==> src/rtl/ps2_rx_if.sv <==
// ---------------------------------------------------------------------------
// ps2_rx_if : PS/2 pin pair plus receive-FIFO handshake for one ps2_rx channel
// Revision  : 1.0
// ---------------------------------------------------------------------------
`default_nettype none

interface ps2_rx_if #(
  parameter int FIFO_BITS = 3
);
  logic                 ps2_clk;
  logic                 ps2_data;
  logic [7:0]           rx_data;
  logic                 rx_valid;
  logic                 rx_rd;
  logic [FIFO_BITS:0]   fifo_count;
  logic                 busy;
  logic                 frame_err;
  logic                 overflow;

  modport master (
    input  ps2_clk, ps2_data, rx_rd,
    output rx_data, rx_valid, fifo_count, busy, frame_err, overflow
  );

  modport slave (
    output ps2_clk, ps2_data, rx_rd,
    input  rx_data, rx_valid, fifo_count, busy, frame_err, overflow
  );
endinterface

`default_nettype wire

==> src/rtl/ps2_rx.sv <==
// ---------------------------------------------------------------------------
// ps2_rx : synchronised, glitch-filtered PS/2 frame receiver with FWFT FIFO
// Revision : 1.0
// ---------------------------------------------------------------------------
`default_nettype none

module ps2_rx #(
  parameter int FILTER       = 4,
  parameter int TIMEOUT_BITS = 16,
  parameter int FIFO_BITS    = 3
) (
  input  wire logic   clk,
  input  wire logic   reset,
  ps2_rx_if.master    bus
);

  localparam int         DEPTH     = 1 << FIFO_BITS;
  localparam logic [3:0] FILT_LAST = 4'(FILTER - 1);

  typedef enum logic {
    IDLE = 1'b0,
    RECV = 1'b1
  } state_t;

  logic [1:0]              clk_sync_q;
  logic [1:0]              dat_sync_q;
  logic                    fclk_q;
  logic [3:0]              fcnt_q;
  logic                    fall_q;

  state_t                  state_q;
  logic [3:0]              bitcnt_q;
  logic [7:0]              shreg_q;
  logic                    par_q;
  logic [TIMEOUT_BITS-1:0] wdog_q;
  logic                    busy_q;
  logic                    frame_err_q;
  logic                    overflow_q;

  logic [7:0]              mem [DEPTH];
  logic [FIFO_BITS-1:0]    wptr_q;
  logic [FIFO_BITS-1:0]    rptr_q;
  logic [FIFO_BITS:0]      count_q;

  logic w_data;
  logic w_push;
  logic w_pop;
  logic w_full;
  logic w_wr;

  // Filtered clock only moves after FILTER consecutive disagreeing samples.
  always_ff @(posedge clk or posedge reset) begin
    if (reset) begin
      clk_sync_q <= 2'b11;
      dat_sync_q <= 2'b11;
      fclk_q     <= 1'b1;
      fcnt_q     <= 4'd0;
      fall_q     <= 1'b0;
    end else begin
      clk_sync_q <= {clk_sync_q[0], bus.ps2_clk};
      dat_sync_q <= {dat_sync_q[0], bus.ps2_data};
      fall_q     <= 1'b0;
      if (clk_sync_q[1] != fclk_q) begin
        if (fcnt_q == FILT_LAST) begin
          fclk_q <= clk_sync_q[1];
          fcnt_q <= 4'd0;
          fall_q <= ~clk_sync_q[1];
        end else begin
          fcnt_q <= fcnt_q + 4'd1;
        end
      end else begin
        fcnt_q <= 4'd0;
      end
    end
  end

  assign w_data = dat_sync_q[1];
  assign w_push = (state_q == RECV) && fall_q && (bitcnt_q == 4'd10) && !par_q && w_data;
  assign w_pop  = bus.rx_rd && (count_q != '0);
  assign w_full = count_q[FIFO_BITS];
  assign w_wr   = w_push && (!w_full || w_pop);

  always_ff @(posedge clk or posedge reset) begin
    if (reset) begin
      state_q     <= IDLE;
      bitcnt_q    <= 4'd0;
      shreg_q     <= 8'h00;
      par_q       <= 1'b0;
      wdog_q      <= '0;
      busy_q      <= 1'b0;
      frame_err_q <= 1'b0;
    end else begin
      frame_err_q <= 1'b0;
      case (state_q)
        IDLE: begin
          wdog_q <= '0;
          if (fall_q) begin
            if (!w_data) begin
              state_q  <= RECV;
              busy_q   <= 1'b1;
              bitcnt_q <= 4'd1;
              par_q    <= 1'b1;
            end else begin
              frame_err_q <= 1'b1;
            end
          end
        end
        RECV: begin
          // A fall in the saturation cycle still counts as a valid bit.
          if (fall_q) begin
            wdog_q <= '0;
            if (bitcnt_q <= 4'd8) begin
              shreg_q[3'(bitcnt_q - 4'd1)] <= w_data;
              par_q    <= par_q ^ w_data;
              bitcnt_q <= bitcnt_q + 4'd1;
            end else if (bitcnt_q == 4'd9) begin
              par_q    <= par_q ^ w_data;
              bitcnt_q <= bitcnt_q + 4'd1;
            end else begin
              if (par_q || !w_data) begin
                frame_err_q <= 1'b1;
              end
              state_q <= IDLE;
              busy_q  <= 1'b0;
            end
          end else if (wdog_q == '1) begin
            frame_err_q <= 1'b1;
            state_q     <= IDLE;
            busy_q      <= 1'b0;
          end else begin
            wdog_q <= wdog_q + TIMEOUT_BITS'(1);
          end
        end
        default: begin
          state_q <= IDLE;
          busy_q  <= 1'b0;
        end
      endcase
    end
  end

  always_ff @(posedge clk) begin
    if (w_wr) begin
      mem[wptr_q] <= shreg_q;
    end
  end

  // A pop in the same cycle frees the slot, so a push into a full FIFO succeeds.
  always_ff @(posedge clk or posedge reset) begin
    if (reset) begin
      wptr_q     <= '0;
      rptr_q     <= '0;
      count_q    <= '0;
      overflow_q <= 1'b0;
    end else begin
      overflow_q <= w_push && w_full && !w_pop;
      if (w_wr) begin
        wptr_q <= wptr_q + FIFO_BITS'(1);
      end
      if (w_pop) begin
        rptr_q <= rptr_q + FIFO_BITS'(1);
      end
      case ({w_wr, w_pop})
        2'b10:   count_q <= count_q + (FIFO_BITS+1)'(1);
        2'b01:   count_q <= count_q - (FIFO_BITS+1)'(1);
        default: count_q <= count_q;
      endcase
    end
  end

  assign bus.rx_valid   = (count_q != '0);
  assign bus.rx_data    = (count_q != '0) ? mem[rptr_q] : 8'h00;
  assign bus.fifo_count = count_q;
  assign bus.busy       = busy_q;
  assign bus.frame_err  = frame_err_q;
  assign bus.overflow   = overflow_q;

endmodule

`default_nettype wire

==> src/flat_wrapper.sv <==
// flat-port wrapper written by rule: the top's interface ports become plain ports
module ps2_rx_flat 
#(
  parameter int FILTER       = 4,
  parameter int TIMEOUT_BITS = 16,
  parameter int FIFO_BITS    = 3
)
  (clk, reset, bus_ps2_clk, bus_ps2_data, bus_rx_rd, bus_rx_data, bus_rx_valid, bus_fifo_count, bus_busy, bus_frame_err, bus_overflow);
  ps2_rx_if #(.FIFO_BITS(FIFO_BITS)) bus_i ();
  input  wire logic clk;
  input  wire logic reset;
  input wire logic [$bits(bus_i.ps2_clk)-1:0] bus_ps2_clk;
  input wire logic [$bits(bus_i.ps2_data)-1:0] bus_ps2_data;
  input wire logic [$bits(bus_i.rx_rd)-1:0] bus_rx_rd;
  output wire logic [$bits(bus_i.rx_data)-1:0] bus_rx_data;
  output wire logic [$bits(bus_i.rx_valid)-1:0] bus_rx_valid;
  output wire logic [$bits(bus_i.fifo_count)-1:0] bus_fifo_count;
  output wire logic [$bits(bus_i.busy)-1:0] bus_busy;
  output wire logic [$bits(bus_i.frame_err)-1:0] bus_frame_err;
  output wire logic [$bits(bus_i.overflow)-1:0] bus_overflow;
  assign bus_i.ps2_clk = bus_ps2_clk;
  assign bus_i.ps2_data = bus_ps2_data;
  assign bus_i.rx_rd = bus_rx_rd;
  assign bus_rx_data = bus_i.rx_data;
  assign bus_rx_valid = bus_i.rx_valid;
  assign bus_fifo_count = bus_i.fifo_count;
  assign bus_busy = bus_i.busy;
  assign bus_frame_err = bus_i.frame_err;
  assign bus_overflow = bus_i.overflow;
  ps2_rx #(.FILTER(FILTER), .TIMEOUT_BITS(TIMEOUT_BITS), .FIFO_BITS(FIFO_BITS)) u_core (.clk(clk), .reset(reset), .bus(bus_i));
endmodule
==> config.mk <==
export PLATFORM = sky130hd
export DESIGN_NAME = ps2_rx_flat
export DESIGN_NICKNAME = d
export VERILOG_FILES = /design/src/rtl/ps2_rx_if.sv /design/src/rtl/ps2_rx.sv /design/src/flat_wrapper.sv
export SDC_FILE = /design/constraint.sdc
export NUM_CORES = 1
export LEC_CHECK = 0
export CORE_MARGIN = 2
export CORE_UTILIZATION = 55
export CTS_CLUSTER_SIZE = 24
export DETAILED_ROUTE_END_ITERATION = 12
export GPL_TIMING_DRIVEN = 0
export HOLD_SLACK_MARGIN = 0.02
export PLACE_DENSITY = 0.8
export SLEW_MARGIN = 25
export SYNTH_ARGS = -nofsm -noshare
export SYNTH_HDL_FRONTEND = slang
export SYNTH_SLANG_ARGS = --single-unit
==> constraint.sdc <==
create_clock -name clk -period 3 [get_ports clk]
set_clock_uncertainty 0.15 [all_clocks]
set_input_delay 0.45 -clock clk [delete_from_list [all_inputs] [get_ports clk]]
set_output_delay 0.45 -clock clk [all_outputs]
set_load 0.02 [all_outputs]
### Word level (Yosys, flattened, before mapping)

Memory sizes are Yosys's and may differ from the RTL's.
Cells that the tools add are included.
W data, S select, Z words.

* logic and storage cells: 113
* output and inout bits: 16
* bits of input ports: 5
* memories kept: 1
* register bits: 53
* RAM bits: 64

Memory list
* u_core.mem: words 8, bits a word 8, read ports 1, clocked after memory_dff 0, wr ports 1, line ps2_rx.sv:40 `logic [7:0] mem [DEPTH];`

* magnitude comparators: 3
* add/subtract/negate cells: 8
* equality and inequality tests: 15
* bitwise gates (word level): 3
* reductions and logical operators: 21
* multiplexer cells: 46

Operator list (count)
* $mux W16: 2
* $pmux W16 S2: 1
* $mux W4: 7
* $mux W1: 27
* $add A16 B1 Y16 const B: 1
* $eq A16 B16 Y1 const B: 1
* $pmux W4 S2: 2
* $add A4 B1 Y4 const B: 3
* $logic_and A1 B1 Y1: 9
* $ne A3 B3 Y1 const B: 3
* $bwmux W8: 1
* $eq A4 B4 Y1 const B: 2
* $mux W8: 1
* $pmux W1 S2: 4
* $add A3 B1 Y3 const B: 2
* $ne A3 B2 Y1 const B: 2
* $reduce_and A5 Y1: 1
* $eq A4 B2 Y1 const B: 1
* $le A4 B4 Y1 const B: 1
* $logic_not A1 Y1: 4
* $lt A3 B4 Y1 const B: 1
* $ne A2 B1 Y1 const B: 2
* $reduce_and A4 Y1: 1
* $reduce_bool A4 Y1: 1
* 14 further kinds: 16

### Longest topological paths before layout

* depth in word-level cells: 7
* gate-level depth with buffers: 12

### Worst setup path after synthesis

OpenSTA, ideal clock, no wires.

* path type: reg-to-reg
* start: register u_core.count_q[1] (netlist: u_core.bus.fifo_count[1])
* end: register u_core.count_q[2] (netlist: u_core.bus.fifo_count[2])
* path slack: 210 ps
* arrival time: 2503 ps
* required time: 2713 ps
* path buffers: 1
* stages on the path, launching flop included: 12
* clock period less this slack: 2790 ps
* cell sequence: dfrtp_1 nor4_4 inv_2 and2_1 clkbuf_1 ha_1 xor2_1 ha_1 a21oi_1 xor2_1 nor2_1 xor2_1

* word-level cells in the longest chain between the ends: 6
* elaborated cells on any way between the ends: 10

RTL lines
* from (decl): line ps2_rx.sv:43 `logic [FIFO_BITS:0] count_q;`
* from (signal assigned): line ps2_rx.sv:164 `2'b10: count_q <= count_q + (FIFO_BITS+1)'(1);`
* from (signal assigned): line ps2_rx.sv:165 `2'b01: count_q <= count_q - (FIFO_BITS+1)'(1);`
* from (signal assigned): line ps2_rx.sv:166 `default: count_q <= count_q;`
* $reduce_bool A4 Y1 *
* named net bus_rx_valid: line flat_wrapper.sv:16 `output wire logic [$bits(bus_i.rx_valid)-1:0] bus_rx_valid;`
* $logic_and A1 B1 Y1 *: line ps2_rx.sv:79 `assign w_pop = bus.rx_rd && (count_q != '0);`
* named net u_core.w_pop: line ps2_rx.sv:47 `logic w_pop;`
* $logic_or A1 B1 Y1: line ps2_rx.sv:81 `assign w_wr = w_push && (!w_full || w_pop);`
* $logic_and A1 B1 Y1: line ps2_rx.sv:81
* $eq A2 B1 Y1 / $eq A2 B2 Y1 (equally long branches): line ps2_rx.sv:163 `case ({w_wr, w_pop})`
* $pmux W4 S2 / $reduce_bool A2 Y1 (equally long branches)

Mark *: on every way through the listed nets, which the timed path passes. The rest lies on a longest branch.
A chain may end at the register's enable or synchronous reset.

### Worst setup path in the final report

* start: register u_core.bitcnt_q[0]
* end: register u_core.count_q[2] (netlist: u_core.bus.fifo_count[2])

* word-level cells in the longest chain between the ends: 7
* elaborated cells on any way between the ends: 9

RTL lines
* from (decl): line ps2_rx.sv:32 `logic [3:0] bitcnt_q;`
* from (signal assigned): line ps2_rx.sv:115 `bitcnt_q <= bitcnt_q + 4'd1;`
* from (signal assigned): line ps2_rx.sv:118 `bitcnt_q <= bitcnt_q + 4'd1;`
* $eq A4 B4 Y1 *: line ps2_rx.sv:78 `assign w_push = (state_q == RECV) && fall_q && (bitcnt_q == 4'd10) && !par_q && w_data;`
* $logic_and A1 B1 Y1 * (3 in a row): line ps2_rx.sv:78
* $logic_and A1 B1 Y1 *: line ps2_rx.sv:81
* $eq A2 B1 Y1 / $eq A2 B2 Y1 (equally long branches): line ps2_rx.sv:163
* $pmux W4 S2 / $reduce_bool A2 Y1 (equally long branches)

Mark *: on every way between the ends. The rest lies on a longest branch, timed or not.

==> reports/summary.md <==
* 2 — Max clock buf depth
* 5580 µm² — cell area after placement
* 3059 — vias after detailed routing
* 349 MHz — achievable clock frequency
* 0 — Final Setup Violations
* 0.369 — area share of the leading cell type in the synthesized netlist
* 35 — placement row count
* 4 — count of TritonRoute iterations in the first routing pass
* 14.3 µm² — Post-Synthesis Mean Instance Area
* 0 — number of buffers inserted by hold repair at cts
* 17.9 µm — WL per Instance
* 0.566 — initial cell density of the core
* 10300 µm² — area of the die
* 0.207 — total global-route track usage
* 0.811 — Placer Congestion
* 64 — Distinct cells, synth
* sky130_fd_sc_hd__edfxtp_1 — commonest non-fill, non-tap cell in the layout
* 117 — sink count of the clock tree
* 19.3% — layout-stage area growth over the synthesis result
* 17 — number of CTS-inserted buffers
* flop — critical path launch point type
* 64 — number of enable-type register cells in the synthesized netlist
* 0.453 — ys async rst share
* 425 — Final #Nets
* 0 — Synthesis Warnings
* 5210 µm² — mapped cell area
* 6220 µm² — fin area
* sky130_fd_sc_hd__edfxtp_1 37%, sky130_fd_sc_hd__dfrtp_1 23%, sky130_fd_sc_hd__mux4_2 6.9% — most area-consuming cells after synthesis
* 101 µm — Chip Width
* 532 — Final Instance Count excl. Fillers
* in2reg — Min-Delay Path Class
* 2.86 ns — Final Critical Period
* 101 µm — Die H
* 0.242 — layout cell share with drive strength beyond 1
* 9.51 mm — Post-Route WL
* 365 — Post-Synthesis Cells
* -0.181 ns — pre-CTS setup slack
* 127 — DRC marker count from the first detailed-route iteration
* 0 — reported max-cap violation count
* 3105 — number of global-route vias before repair
* 1870 µm² — multi-input gate area in the final layout
* 0.507 — Slew Limit Headroom
* 3.10 ns — WP data arrival
* 20 — Port-buffer cells
* finished, final reports clean — status
* 0 — overall overflow remaining after global route
* 0.355 — met2 global-route usage
* 5.75 — Vias per Instance
* 0.249 — global-route met1 utilization
* 54 — largest net degree at the start of global routing
* 780 nW/µm² — Power per Cell Area
* 0 — Residual DRC
* 382 — syn_nets
* 0.06 ns — register clock-pin slew on the reported worst setup and hold paths
* 0.625 — sequential-to-total area share from yosys stat
* 3.24 ns — critical path required time
* 0 — number of slew-limit violations in the final report
* 117 — number of synthesized register bits
* 3260 µm² — area used by sequential logic in the layout
* 15.7 mm — first-pass GRT wire length
* 64 x sky130_fd_sc_hd__edfxtp_1, 46 x sky130_fd_sc_hd__dfrtp_1, 23 x sky130_fd_sc_hd__nor2_1, 23 x sky130_fd_sc_hd__nand2_1 — commonest cells after routing, fill and taps aside
* sky130_fd_sc_hd__clkbuf_8 — clk root buf
* 0.52 ns — insertion delay to the later sink of the worst-skew pair
* 0.136 ns — setup slack of the critical path after layout
* 615 — fill cell count
* 4 — deepest level of the CTS H-tree
* sky130_fd_sc_hd__edfxtp_1 — top flip-flop cell by instance count after synthesis
* 497 — cell total after placement
* 0.955 — period utilization
* reg2reg — critical setup path kind
* 21 — I/O pin cnt
* 553 µV — VDD IR-drop max
* 0.0690 — M3 GR Usage
* flop — kind of end point of the critical path
* 2.17 nW — leakage power
* 0.676 — Final Core Density
* 0.736 ns — Worst-Margin Slew
* met2 — most crowded layer after global routing
* 0 — count of final hold-check violations
* 6.05 mm — placed wire-length estimate
* 0 — initial antenna violation count
* built — TritonCTS clock tree
* 0 — antenna-violating nets left
* sky130_fd_sc_hd__edfxtp_1 — post-synthesis cell type with the largest combined area
* 10 — Max FO, Critical Path
* 0.187 ns — tightest hold margin
* 9200 µm² — total core area
* 0 — Diodes inserted
==> power by group <==
part	leakage (nW)	internal, W	switching [W]
Combinational	0.768	0.000464	0.000531
Clock	0.266	0.00119	0.000722
Sequential	1.14	0.00180	0.000142
Total	2.17	0.00345	0.00139
==> final timing paths <==
| kind | endpoint | depth (start not counted) | start | slack (ns) |
|---|---|---|---|---|
| max reg2reg | u_core.bus.fifo_count[2] | 12 | u_core.bitcnt_q[0] | 0.14 |
| min reg2reg | u_core.dat_sync_q[1] | 0 | u_core.dat_sync_q[0] | 0.20 |
| max in group asynchronous | u_core.bitcnt_q[0] | 2 | reset | 2.00 |
| max | u_core.bus.fifo_count[2] | 12 | u_core.bitcnt_q[0] | 0.14 |
| min in group asynchronous | u_core.fcnt_q[3] | 2 | reset | 0.24 |
| min | u_core.clk_sync_q[0] | 1 | bus_ps2_clk | 0.19 |
==> layer usage <==
| metal | routed length (µm) | vias up |
|---|---|---|
| met3 | 302 | 6 |
| met5 | 0 | - |
| met4 | 58 | 0 |
| met1 | 4020 | 1528 |
| met2 | 5130 | 49 |
| li1 | - | 1476 |
==> stage by stage <==
stage | total power (W) | setup TNS, ns
4_1_cts | 0.00488 | -1.54
3_3_place_gp | 0.00293 | -13.00
2_1_floorplan | 0.00265 | 0
3_5_place_dp | 0.00296 | -5.11
6_report | 0.00485 | 0
5_1_grt | 0.00508 | -0.0256
==> cell usage after synthesis, types with 3 or more instances <==
| cell type | number |
|---|---|
| sky130_fd_sc_hd__a21oi_1 | 13 |
| sky130_fd_sc_hd__a31oi_1 | 3 |
| sky130_fd_sc_hd__and3_1 | 3 |
| sky130_fd_sc_hd__buf_1 | 3 |
| sky130_fd_sc_hd__buf_2 | 4 |
| sky130_fd_sc_hd__clkbuf_1 | 5 |
| sky130_fd_sc_hd__dfrtp_1 | 48 |
| sky130_fd_sc_hd__dfstp_2 | 5 |
| sky130_fd_sc_hd__edfxtp_1 | 64 |
| sky130_fd_sc_hd__ha_1 | 12 |
| sky130_fd_sc_hd__inv_1 | 9 |
| sky130_fd_sc_hd__mux2_2 | 11 |
| sky130_fd_sc_hd__mux2i_1 | 11 |
| sky130_fd_sc_hd__mux4_2 | 16 |
| sky130_fd_sc_hd__nand2_1 | 23 |
| sky130_fd_sc_hd__nand2b_1 | 7 |
| sky130_fd_sc_hd__nand3_1 | 9 |
| sky130_fd_sc_hd__nand4_1 | 3 |
| sky130_fd_sc_hd__nor2_1 | 26 |
| sky130_fd_sc_hd__nor3_1 | 6 |
| sky130_fd_sc_hd__nor4_1 | 3 |
| sky130_fd_sc_hd__o21ai_0 | 9 |
| sky130_fd_sc_hd__o311ai_0 | 3 |
| sky130_fd_sc_hd__or3_1 | 4 |
| sky130_fd_sc_hd__xnor2_1 | 8 |
| sky130_fd_sc_hd__xor2_1 | 7 |
==> worst max-delay path, cell delays in order (launching register included) <==
cell and delay (ns):
sky130_fd_sc_hd__dfrtp_2 0.43, sky130_fd_sc_hd__inv_2 0.09, sky130_fd_sc_hd__ha_1 0.15, sky130_fd_sc_hd__nand4b_1 0.13, sky130_fd_sc_hd__or4b_1 0.51, sky130_fd_sc_hd__buf_4 0.20
sky130_fd_sc_hd__ha_2 0.24, sky130_fd_sc_hd__xor2_1 0.15, sky130_fd_sc_hd__ha_1 0.19, sky130_fd_sc_hd__a21oi_1 0.14, sky130_fd_sc_hd__xor2_1 0.16, sky130_fd_sc_hd__nor2_1 0.07
sky130_fd_sc_hd__xor2_1 0.14
==> layout make-up <==
cell class                      count  share of cell area
Multi-Input combinational cell    222               0.301
Tap cell                          111              0.0223
Clock inverter                     14              0.0244
Inverter                           10             0.00644
Clock buffer                       18              0.0672
Sequential cell                   117               0.524
Buffer                             14              0.0155
Timing Repair Buffer               26              0.0397
==> flip-flops by register name, indices dropped and copies added (netlist names) <==
signal and count:
u_core.fall_q 1, u_core.dat_sync_q 2, u_core.wptr_q 3, u_core.clk_sync_q 2, u_core.fclk_q 1, u_core.state_q 1
u_core.bus.fifo_count 4, u_core.wdog_q 16, u_core.fcnt_q 4, u_core.bus.busy 1, u_core.mem 64, u_core.shreg_q 8
u_core.rptr_q 3, u_core.bus.overflow 1, u_core.par_q 1, u_core.bitcnt_q 4, u_core.bus.frame_err 1
==> kinds of logic after synthesis <==
group | Yosys count | share of synthesized area
AOI/OAI and AO/OA | 46 | 0.0577
xor gates and xnor gates | 15 | 0.0252
adders and majority gates | 12 | 0.0288
and+or+nand+nor | 110 | 0.123
DFF | 117 | 0.625
buffers and inverters | 26 | 0.0247
muxes | 39 | 0.116
==> repair_timing <==
action	in CTS	in global routing
resized for setup	16	11
setup endpoints to repair	41	43
pin swaps	0	2
setup buffers	0	5
(Power assumes the default switching activity.)
